--- src/rtl/tdm_demux4_if.sv ---
// rtl/tdm_demux4_if.sv - serial TDM input and demultiplexed frame output bundle
interface tdm_demux4_if #(
   parameter int W = 8
);
   logic           en;
   logic           din;
   logic           fsync;
   logic [4*W-1:0] D;
   logic [1:0]     S;
   logic           frame_valid;
   logic           locked;
   logic           sync_err;

   modport master (
      output en, din, fsync,
      input  D, S, frame_valid, locked, sync_err
   );

   modport slave (
      input  en, din, fsync,
      output D, S, frame_valid, locked, sync_err
   );
endinterface

--- src/rtl/tdm_demux4.sv ---
// rtl/tdm_demux4.sv - 4-slot TDM frame demultiplexer with fsync lock tracking
module tdm_demux4 #(
   parameter int W = 8
) (
   input  logic         clk,
   input  logic         rst_n,
   tdm_demux4_if.slave  bus
);
   localparam int BW = (W > 1) ? $clog2(W) : 1;
   // Position reached after storing slot 0 bit 0; with one bit per slot the slot advances immediately.
   localparam logic [BW-1:0] FIRST_BIT  = (W == 1) ? BW'(0) : BW'(1);
   localparam logic [1:0]    FIRST_SLOT = (W == 1) ? 2'd1 : 2'd0;

   typedef enum logic {HUNT, LOCKED} state_t;

   state_t         state_q, state_d;
   logic [BW-1:0]  bit_q, bit_d;
   logic [1:0]     slot_q, slot_d;
   logic [4*W-1:0] asm_q, asm_d;
   logic [4*W-1:0] frame_q;
   logic           fv_q, err_q;
   logic           load, err;
   logic           at_start, at_last;

   assign at_start = (slot_q == 2'd0) && (bit_q == BW'(0));
   assign at_last  = (slot_q == 2'd3) && (bit_q == BW'(W-1));

   always_comb begin
      state_d = state_q;
      bit_d   = bit_q;
      slot_d  = slot_q;
      asm_d   = asm_q;
      load    = 1'b0;
      err     = 1'b0;
      if (bus.en) begin
         case (state_q)
            HUNT: begin
               if (bus.fsync) begin
                  asm_d        = '0;
                  asm_d[W-1]   = bus.din;
                  bit_d        = FIRST_BIT;
                  slot_d       = FIRST_SLOT;
                  state_d      = LOCKED;
               end
            end
            LOCKED: begin
               if (at_start && !bus.fsync) begin
                  err     = 1'b1;
                  state_d = HUNT;
                  asm_d   = '0;
                  bit_d   = '0;
                  slot_d  = '0;
               end else if (!at_start && bus.fsync) begin
                  // Early fsync: drop the partial frame and restart on this bit.
                  err        = 1'b1;
                  asm_d      = '0;
                  asm_d[W-1] = bus.din;
                  bit_d      = FIRST_BIT;
                  slot_d     = FIRST_SLOT;
               end else begin
                  for (int s = 0; s < 4; s++) begin
                     for (int b = 0; b < W; b++) begin
                        if (slot_q == 2'(s) && bit_q == BW'(b))
                           asm_d[s*W + W-1-b] = bus.din;
                     end
                  end
                  if (at_last) begin
                     load   = 1'b1;
                     bit_d  = '0;
                     slot_d = '0;
                  end else if (bit_q == BW'(W-1)) begin
                     bit_d  = '0;
                     slot_d = slot_q + 2'd1;
                  end else begin
                     bit_d  = bit_q + BW'(1);
                  end
               end
            end
            default: state_d = HUNT;
         endcase
      end
   end

   always_ff @(posedge clk) begin
      if (!rst_n) begin
         state_q <= HUNT;
         bit_q   <= '0;
         slot_q  <= '0;
         asm_q   <= '0;
         frame_q <= '0;
         fv_q    <= 1'b0;
         err_q   <= 1'b0;
      end else begin
         state_q <= state_d;
         bit_q   <= bit_d;
         slot_q  <= slot_d;
         asm_q   <= asm_d;
         if (load)
            frame_q <= asm_d;
         fv_q    <= load;
         err_q   <= err;
      end
   end

   assign bus.D           = frame_q;
   assign bus.locked      = (state_q == LOCKED);
   assign bus.S           = (state_q == LOCKED) ? slot_q : 2'd0;
   assign bus.frame_valid = fv_q;
   assign bus.sync_err    = err_q;
endmodule

--- src/flat_wrapper.sv ---
// flat-port wrapper written by rule: the top's interface ports become plain ports
module tdm_demux4_flat 
#(
   parameter int W = 8
)
  (clk, rst_n, bus_en, bus_din, bus_fsync, bus_D, bus_S, bus_frame_valid, bus_locked, bus_sync_err);
  tdm_demux4_if #(.W(W)) bus_i ();
  input  logic clk;
  input  logic rst_n;
  input wire logic [$bits(bus_i.en)-1:0] bus_en;
  input wire logic [$bits(bus_i.din)-1:0] bus_din;
  input wire logic [$bits(bus_i.fsync)-1:0] bus_fsync;
  output wire logic [$bits(bus_i.D)-1:0] bus_D;
  output wire logic [$bits(bus_i.S)-1:0] bus_S;
  output wire logic [$bits(bus_i.frame_valid)-1:0] bus_frame_valid;
  output wire logic [$bits(bus_i.locked)-1:0] bus_locked;
  output wire logic [$bits(bus_i.sync_err)-1:0] bus_sync_err;
  assign bus_i.en = bus_en;
  assign bus_i.din = bus_din;
  assign bus_i.fsync = bus_fsync;
  assign bus_D = bus_i.D;
  assign bus_S = bus_i.S;
  assign bus_frame_valid = bus_i.frame_valid;
  assign bus_locked = bus_i.locked;
  assign bus_sync_err = bus_i.sync_err;
  tdm_demux4 #(.W(W)) u_core (.clk(clk), .rst_n(rst_n), .bus(bus_i));
endmodule
--- config.mk ---
export PLATFORM = sky130hd
export DESIGN_NAME = tdm_demux4_flat
export DESIGN_NICKNAME = d
export VERILOG_FILES = /design/src/rtl/tdm_demux4_if.sv /design/src/rtl/tdm_demux4.sv /design/src/flat_wrapper.sv
export SDC_FILE = /design/constraint.sdc
export NUM_CORES = 1
export LEC_CHECK = 0
export CAP_MARGIN = 40
export CELL_PAD_IN_SITES_DETAIL_PLACEMENT = 1
export CELL_PAD_IN_SITES_GLOBAL_PLACEMENT = 1
export CORE_MARGIN = 2
export CORE_UTILIZATION = 38
export DETAILED_ROUTE_END_ITERATION = 7
export HOLD_SLACK_MARGIN = 0.08
export PLACE_DENSITY_LB_ADDON = 0.1
export SYNTH_ARGS = -nofsm -noshare
export SYNTH_HDL_FRONTEND = slang
export SYNTH_SLANG_ARGS = --single-unit
--- constraint.sdc ---
create_clock -name clk -period 2.18 [get_ports clk]
set_input_delay 0.436 -clock clk [delete_from_list [all_inputs] [get_ports clk]]
set_output_delay 0.436 -clock clk [all_outputs]
set_load 0.05 [all_outputs]
==> impl_metrics.toml, run 1 <==
[status]
status = "finished, final reports clean"

[setup_path]
critPathMaxStageDelay_ns = 0.85
crit_start = "u_core.bus.locked$_SDFFE_PN0P_"
timing.rr.start = "u_core.bit_q[0]$_SDFFE_PN0P_"
rr_worst_depth = 10
crit_family = "buffers and inverters"
start_kind = "register"
worstPathArrival_ns = 1.66
end_kind = "primary output"
timing.critical_path.buf_inv = 1
reg2reg_to = "u_core.slot_q[1]$_SDFFE_PN0P_"
critPathRequiredTime_ns = 1.74
critPathSlowestCell = "clkdlybuf4s50_1"
crit_type = "reg2out"
cp_cell_sequence = "clkdlybuf4s50_1"
regToRegSetupSlack_ns = 0.09
crit_fanout = 6

[run]
drv_cap = 0

[finish]
syn2layout_area_growth_pct = 28.68
antennaDiodeCount = 0
drive_gt1_share_pct = 17.28
final_nets = 499
final_util_pct = 50.12

[floorplan]
die_h_microns = 100.9
ios = 42
start_util_pct = 38.95
core-area_sq_um = 9153
die_x_microns = 100.9
die_area_sq_um = 10170
row_count = 35

[sta]
finalHoldViolCount = 0
whs_ns = 0.4510
tightest_slew_ns = 0.5067
worst_slack_ns = 0.08106
finalClockSkew_ns = 0.01360
fmax_ghz = 0.4764
finalCritPeriodShare_pct = 96.28
final_max_slew_viol_count = 0
fin_crit_ns = 2.099
setup_viol = 0
rsz0062_at_grt = "no"
max-slew-margin-rel_pct = 66.11

[clock_tree]
cts_root_buf = "clkbuf_8"
cts_hold_buf = 0
clk_latency_ns = 0.36
clk_pin_slew_ns = 0.08
cts_buffers = 9
cts_htree_levels = 3
clk_path_buf_depth = 2
clock_sinks = 72
cts_tree = "built"

[global_route]
grt_overflow = 0
grt_max_degree = 34
grt_pass1_wl_mm = 18.58
grtUsageTotal_pct = 23.56
antenna_found_initial = 0
grt_pass1_vias = 3593

[synthesis]
synth-seq-cells = 72
ys.flop_type = "dfxtp_1"
syn-num-nets = 448
synth_area_leader_cell = "dfxtp_1"
synth_top_area_share_pct = 40.44
synth_area_leaders = "dfxtp_1, a311oi_2, o22ai_1"
synth.avg_cell_area_sq_um = 8.290
synth_cell_types = 37
syn-cell-area_sq_um = 3565
synth-seq-area-share_pct = 40.44
syn_inst = 430
async_flop_share_pct = 0
yosysWarnings = 0
synth-edff-count = 0

[min_path]
hold_path_class = "reg2reg"
hold_start = "u_core.asm_q[10]$_SDFF_PN0_"
whs_endpoint = "u_core.asm_q[10]$_SDFF_PN0_"
holdPathStages = 2

[drt]
ant_nets = 0
first_iter_violations = 134
drt-pass1-iter-count = 4
routedWlPerCell_microns = 18.66
drc = 0
wirelength_mm = 11.14
vias = 3477
vias_per_cell = 5.824

[placement]
portBuffers = 41
dp_slack_ns = -0.1838
dpl.hpwl_mm = 7.292
place_congestion = 0.8728

[power_and_ir_drop]
leakage_uw = 0.001502
p_per_area_nw_per_um2 = 624.1
vdd_ir_drop_max_mv = 0.2737
sequential cells by signal, indices dropped and copies added, names as in the netlist:
signal / count
u_core.bus.sync_err: 1
u_core.bus.locked: 1
u_core.asm_q: 32
u_core.bus.D: 32
u_core.slot_q: 2
u_core.bus.frame_valid: 1
u_core.bit_q: 3
power by group:
part | total, uW | internal, uW | switching [uW]
Combinational | 210 | 74.0 | 136
Sequential | 1320 | 1320 | 4.45
Clock | 1330 | 793 | 538
Total | 2860 | 2180 | 678
Yosys cell counts (2+ instances only):
master / instances
a21o_1: 2
a21oi_1: 34
a22oi_1: 2
a311oi_1: 7
a311oi_2: 17
a32o_1: 2
and2_1: 4
and3_1: 8
buf_2: 7
buf_4: 2
buf_6: 3
clkbuf_1: 33
clkinv_1: 2
dfxtp_1: 72
ha_1: 13
inv_1: 35
nand2_1: 16
nand3_1: 32
nand4_1: 20
nor2_1: 34
nor3_1: 7
o21ai_0: 34
o22ai_1: 30
layout make-up:
type / instances / area, sq um
multi-input combinational: 275 / 1783
tap: 111 / 138.9
clock buffer: 11 / 141.4
fill: 1081 / 4566
clock inverter: 5 / 103.9
timing repair buffer: 86 / 834.6
sequential: 72 / 1446
inverter: 37 / 138.9
placed cells by master, fill, tap and decap left out, types with 20 or more instances in the layout:
cell,netlist,routed
inv_1,35,35
nor2_1,34,34
nand4_1,20,20
o21ai_0,34,33
a21oi_1,34,34
nand3_1,32,32
clkdlybuf4s50_1,0,39
buf_4,2,39
dfxtp_1,72,70
o22ai_1,30,30
repair_timing:
action | 4_1_cts | 5_1_grt
endpoints found under the setup margin | 14 | 29
gates resized for setup | 1 | 4
pin swaps | 2 | 3
setup buffers | 2 | 0
hold endpoints to repair | 0 | 0
metrics by stage:
stage / TNS, ns / cells / total power [uW] / cell area, sq um
6_report: 0 / 597 / 2862 / 4587
5_1_grt: 0 / 597 / 2981 / 4587
4_1_cts: 0 / 597 / 2891 / 4579
3_5_place_dp: -5.865 / 579 / 1560 / 4315
3_3_place_gp: -2.793 / 579 / 1555 / 4315
2_1_floorplan: 0 / 430 / 1473 / 3565
routing by layer:
metal,track usage [%],vias up,wire length (microns)
met5,0,-,0
li1,-,1659,-
met3,3.814,16,407
met2,40.26,70,5518
met4,8.325,0,168
met1,30.02,1732,5048
logic make-up (layout without fill, tap and decap cells):
kind of cell / count (synthesis) / count (layout) / synth area share, %
DFF: 72 / 72 / 40.44
AOI/OAI and AO/OA: 134 / 134 / 27.17
adders and majority gates: 13 / 13 / 4.563
buffers and inverters: 83 / 139 / 9.828
muxes: 1 / 1 / 0.2808
and+or+nand+nor: 127 / 127 / 17.73
how the worst max path moves through the flow:
stage                                    endpoint  cells after the start  slack (ns)
global route        u_core.bus.D[18]$_SDFFE_PN0P_                      8        0.01
detailed placement    u_core.asm_q[21]$_SDFF_PN0_                      8       -0.18
floorplan           u_core.bus.D[15]$_SDFFE_PN0P_                      7        0.05
finish                                 bus_locked                      1        0.08
CTS                  u_core.bus.D[2]$_SDFFE_PN0P_                      8        0.07
global placement      u_core.asm_q[10]$_SDFF_PN0_                      8       -0.10
Note: power is estimated with default switching activity, not from simulation.
==> run 2: changes to the inputs <==
--- a/config.mk
+++ b/config.mk
@@ -6,13 +6,11 @@
 export NUM_CORES = 1
 export LEC_CHECK = 0
 export CAP_MARGIN = 40
-export CELL_PAD_IN_SITES_DETAIL_PLACEMENT = 1
-export CELL_PAD_IN_SITES_GLOBAL_PLACEMENT = 1
 export CORE_MARGIN = 2
-export CORE_UTILIZATION = 38
+export CORE_UTILIZATION = 50
 export DETAILED_ROUTE_END_ITERATION = 7
 export HOLD_SLACK_MARGIN = 0.08
-export PLACE_DENSITY_LB_ADDON = 0.1
+export PLACE_DENSITY = 0.83
 export SYNTH_ARGS = -nofsm -noshare
 export SYNTH_HDL_FRONTEND = slang
 export SYNTH_SLANG_ARGS = --single-unit
==> impl_metrics.toml, run 2 (synthesis results as in run 1) <==
[floorplan]
die_x_microns = 88.44
die_h_microns = 88.44
ios = 42
core-area_sq_um = 6832
row_count = 30
die_area_sq_um = 7821
start_util_pct = 52.18

[power_and_ir_drop]
p_int_uw = 1963
vdd_ir_drop_max_mv = 0.2965
swShare_pct = 25.94
clkPwrFrac_pct = 42.1
pwr-share-seq_pct = 50.0
comb_power_share_pct = 7.9
switching_power_uw = 687.5
p_per_area_nw_per_um2 = 588.0
leakage_uw = 0.001460

[status]
status = "finished, final reports clean"

[finish]
fin_area_sq_um = 4508
final_nets = 495
syn2layout_area_growth_pct = 26.47
antennaDiodeCount = 0
final_cells = 578
drive_gt1_share_pct = 17.43
layout_common_cells = "dfxtp_1, clkdlybuf4s50_1, buf_4, inv_1"
final_util_pct = 65.99
layout_commonest_cell = "dfxtp_1"

[setup_path]
crit_type = "reg2reg"
worstPathArrival_ns = 2.39
timing.rr.start = "u_core.bit_q[0]$_SDFFE_PN0P_"
critPathRequiredTime_ns = 2.45
crit_fanout = 13
rr_worst_depth = 8
start_kind = "register"
crit_start = "u_core.bit_q[0]$_SDFFE_PN0P_"
end_kind = "register"
regToRegSetupSlack_ns = 0.06

[min_path]
hold_path_class = "reg2reg"
holdPathStages = 2
hold_start = "u_core.asm_q[23]$_SDFF_PN0_"

[clock_tree]
cts_root_buf = "clkbuf_8"
clock_sinks = 72
cts_setup_buffers = 0
clk_latency_ns = 0.36
cts_tree = "built"
cts_hold_buf = 0
cts_buffers = 9
clk_path_buf_depth = 2
clk_pin_slew_ns = 0.08
cts_htree_levels = 3

[sta]
finalSetupTns_ns = 0
fmax_ghz = 0.4717
whs_ns = 0.4529
setup_viol = 0
finalHoldViolCount = 0
fin_crit_ns = 2.120
tightest_slew_ns = 0.5957
max-slew-margin-rel_pct = 60.28
final_max_slew_viol_count = 0
finalClockSkew_ns = 0.01093
finalCritPeriodShare_pct = 97.26

[drt]
first_iter_violations = 467
routedWlPerCell_microns = 16.43
vias = 3508
drc = 0
vias_per_cell = 6.069
ant_nets = 0
wirelength_mm = 9.498
drt-pass1-iter-count = 7

[global_route]
grt_pass1_vias = 3294
antenna_found_initial = 0
grt_max_degree = 34
grtUsageTotal_pct = 25.46
grt_pass1_wl_mm = 15.64
grt_overflow = 0

[placement]
portBuffers = 41
dpl.hpwl_mm = 5.942
place_congestion = 0.8302
postPlaceCellArea_sq_um = 4249
dpl.cell_count = 561

[run]
drv_cap = 0
## run 2: final cells by class
| type | count | area [sq um] |
|---|---|---|
| Fill cell | 545 | 2323 |
| Multi-Input combinational cell | 275 | 1804 |
| Sequential cell | 72 | 1444 |
| Timing Repair Buffer | 82 | 795.8 |
| Inverter | 37 | 138.9 |
| Clock buffer | 10 | 137.6 |
| Tap cell | 96 | 120.1 |
| Clock inverter | 6 | 67.56 |
## run 2: power groups by stage
stage          Clock [uW]  Combinational [uW]  Sequential [uW]
2_1_floorplan           0                 117             1360
3_3_place_gp            0                 197             1350
6_report             1120                 209             1320
3_5_place_dp            0                 201             1350
5_1_grt              1190                 225             1330
4_1_cts              1120                 204             1320
## run 2: repair_timing
action	4_1_cts	5_1_grt
gates cloned	0	1
setup endpoints to repair	51	59
gates resized for setup	3	6
endpoints found under the hold margin	0	0
pin swaps	0	3
## run 2: metal layers
| layer | GRT usage, % | up-vias | wire [microns] |
|---|---|---|---|
| met2 | 41.35 | 192 | 4547 |
| met5 | 0 | - | 0 |
| met1 | 32.76 | 1631 | 3962 |
| met3 | 4.664 | 34 | 715 |
| li1 | - | 1651 | - |
| met4 | 12.12 | 0 | 272 |
## run 2: final timing paths
kind / endpoint
worst min register to register: u_core.asm_q[23]$_SDFF_PN0_
worst max register to register: u_core.asm_q[20]$_SDFF_PN0_
worst max-delay path: u_core.asm_q[20]$_SDFF_PN0_
worst min-delay path: u_core.asm_q[23]$_SDFF_PN0_
## run 2: critical path, cell delays in order, from the launching register on
cell	delay [ns]
dfxtp_2	0.35
inv_1	0.17
ha_4	0.20
nand3b_1	0.16
buf_4	0.20
a211oi_4	0.42
nand2_1	0.14
buf_4	0.21
o22ai_1	0.19
## run 2: stage by stage
| stage | setup slack, ns | power (uW) |
|---|---|---|
| 6_report | 0.05982 | 2651 |
| 5_1_grt | -0.01960 | 2740 |
| 4_1_cts | 0.03028 | 2645 |
| 3_5_place_dp | -0.1042 | 1556 |
| 3_3_place_gp | -0.05473 | 1551 |
| 2_1_floorplan | 0.04671 | 1473 |
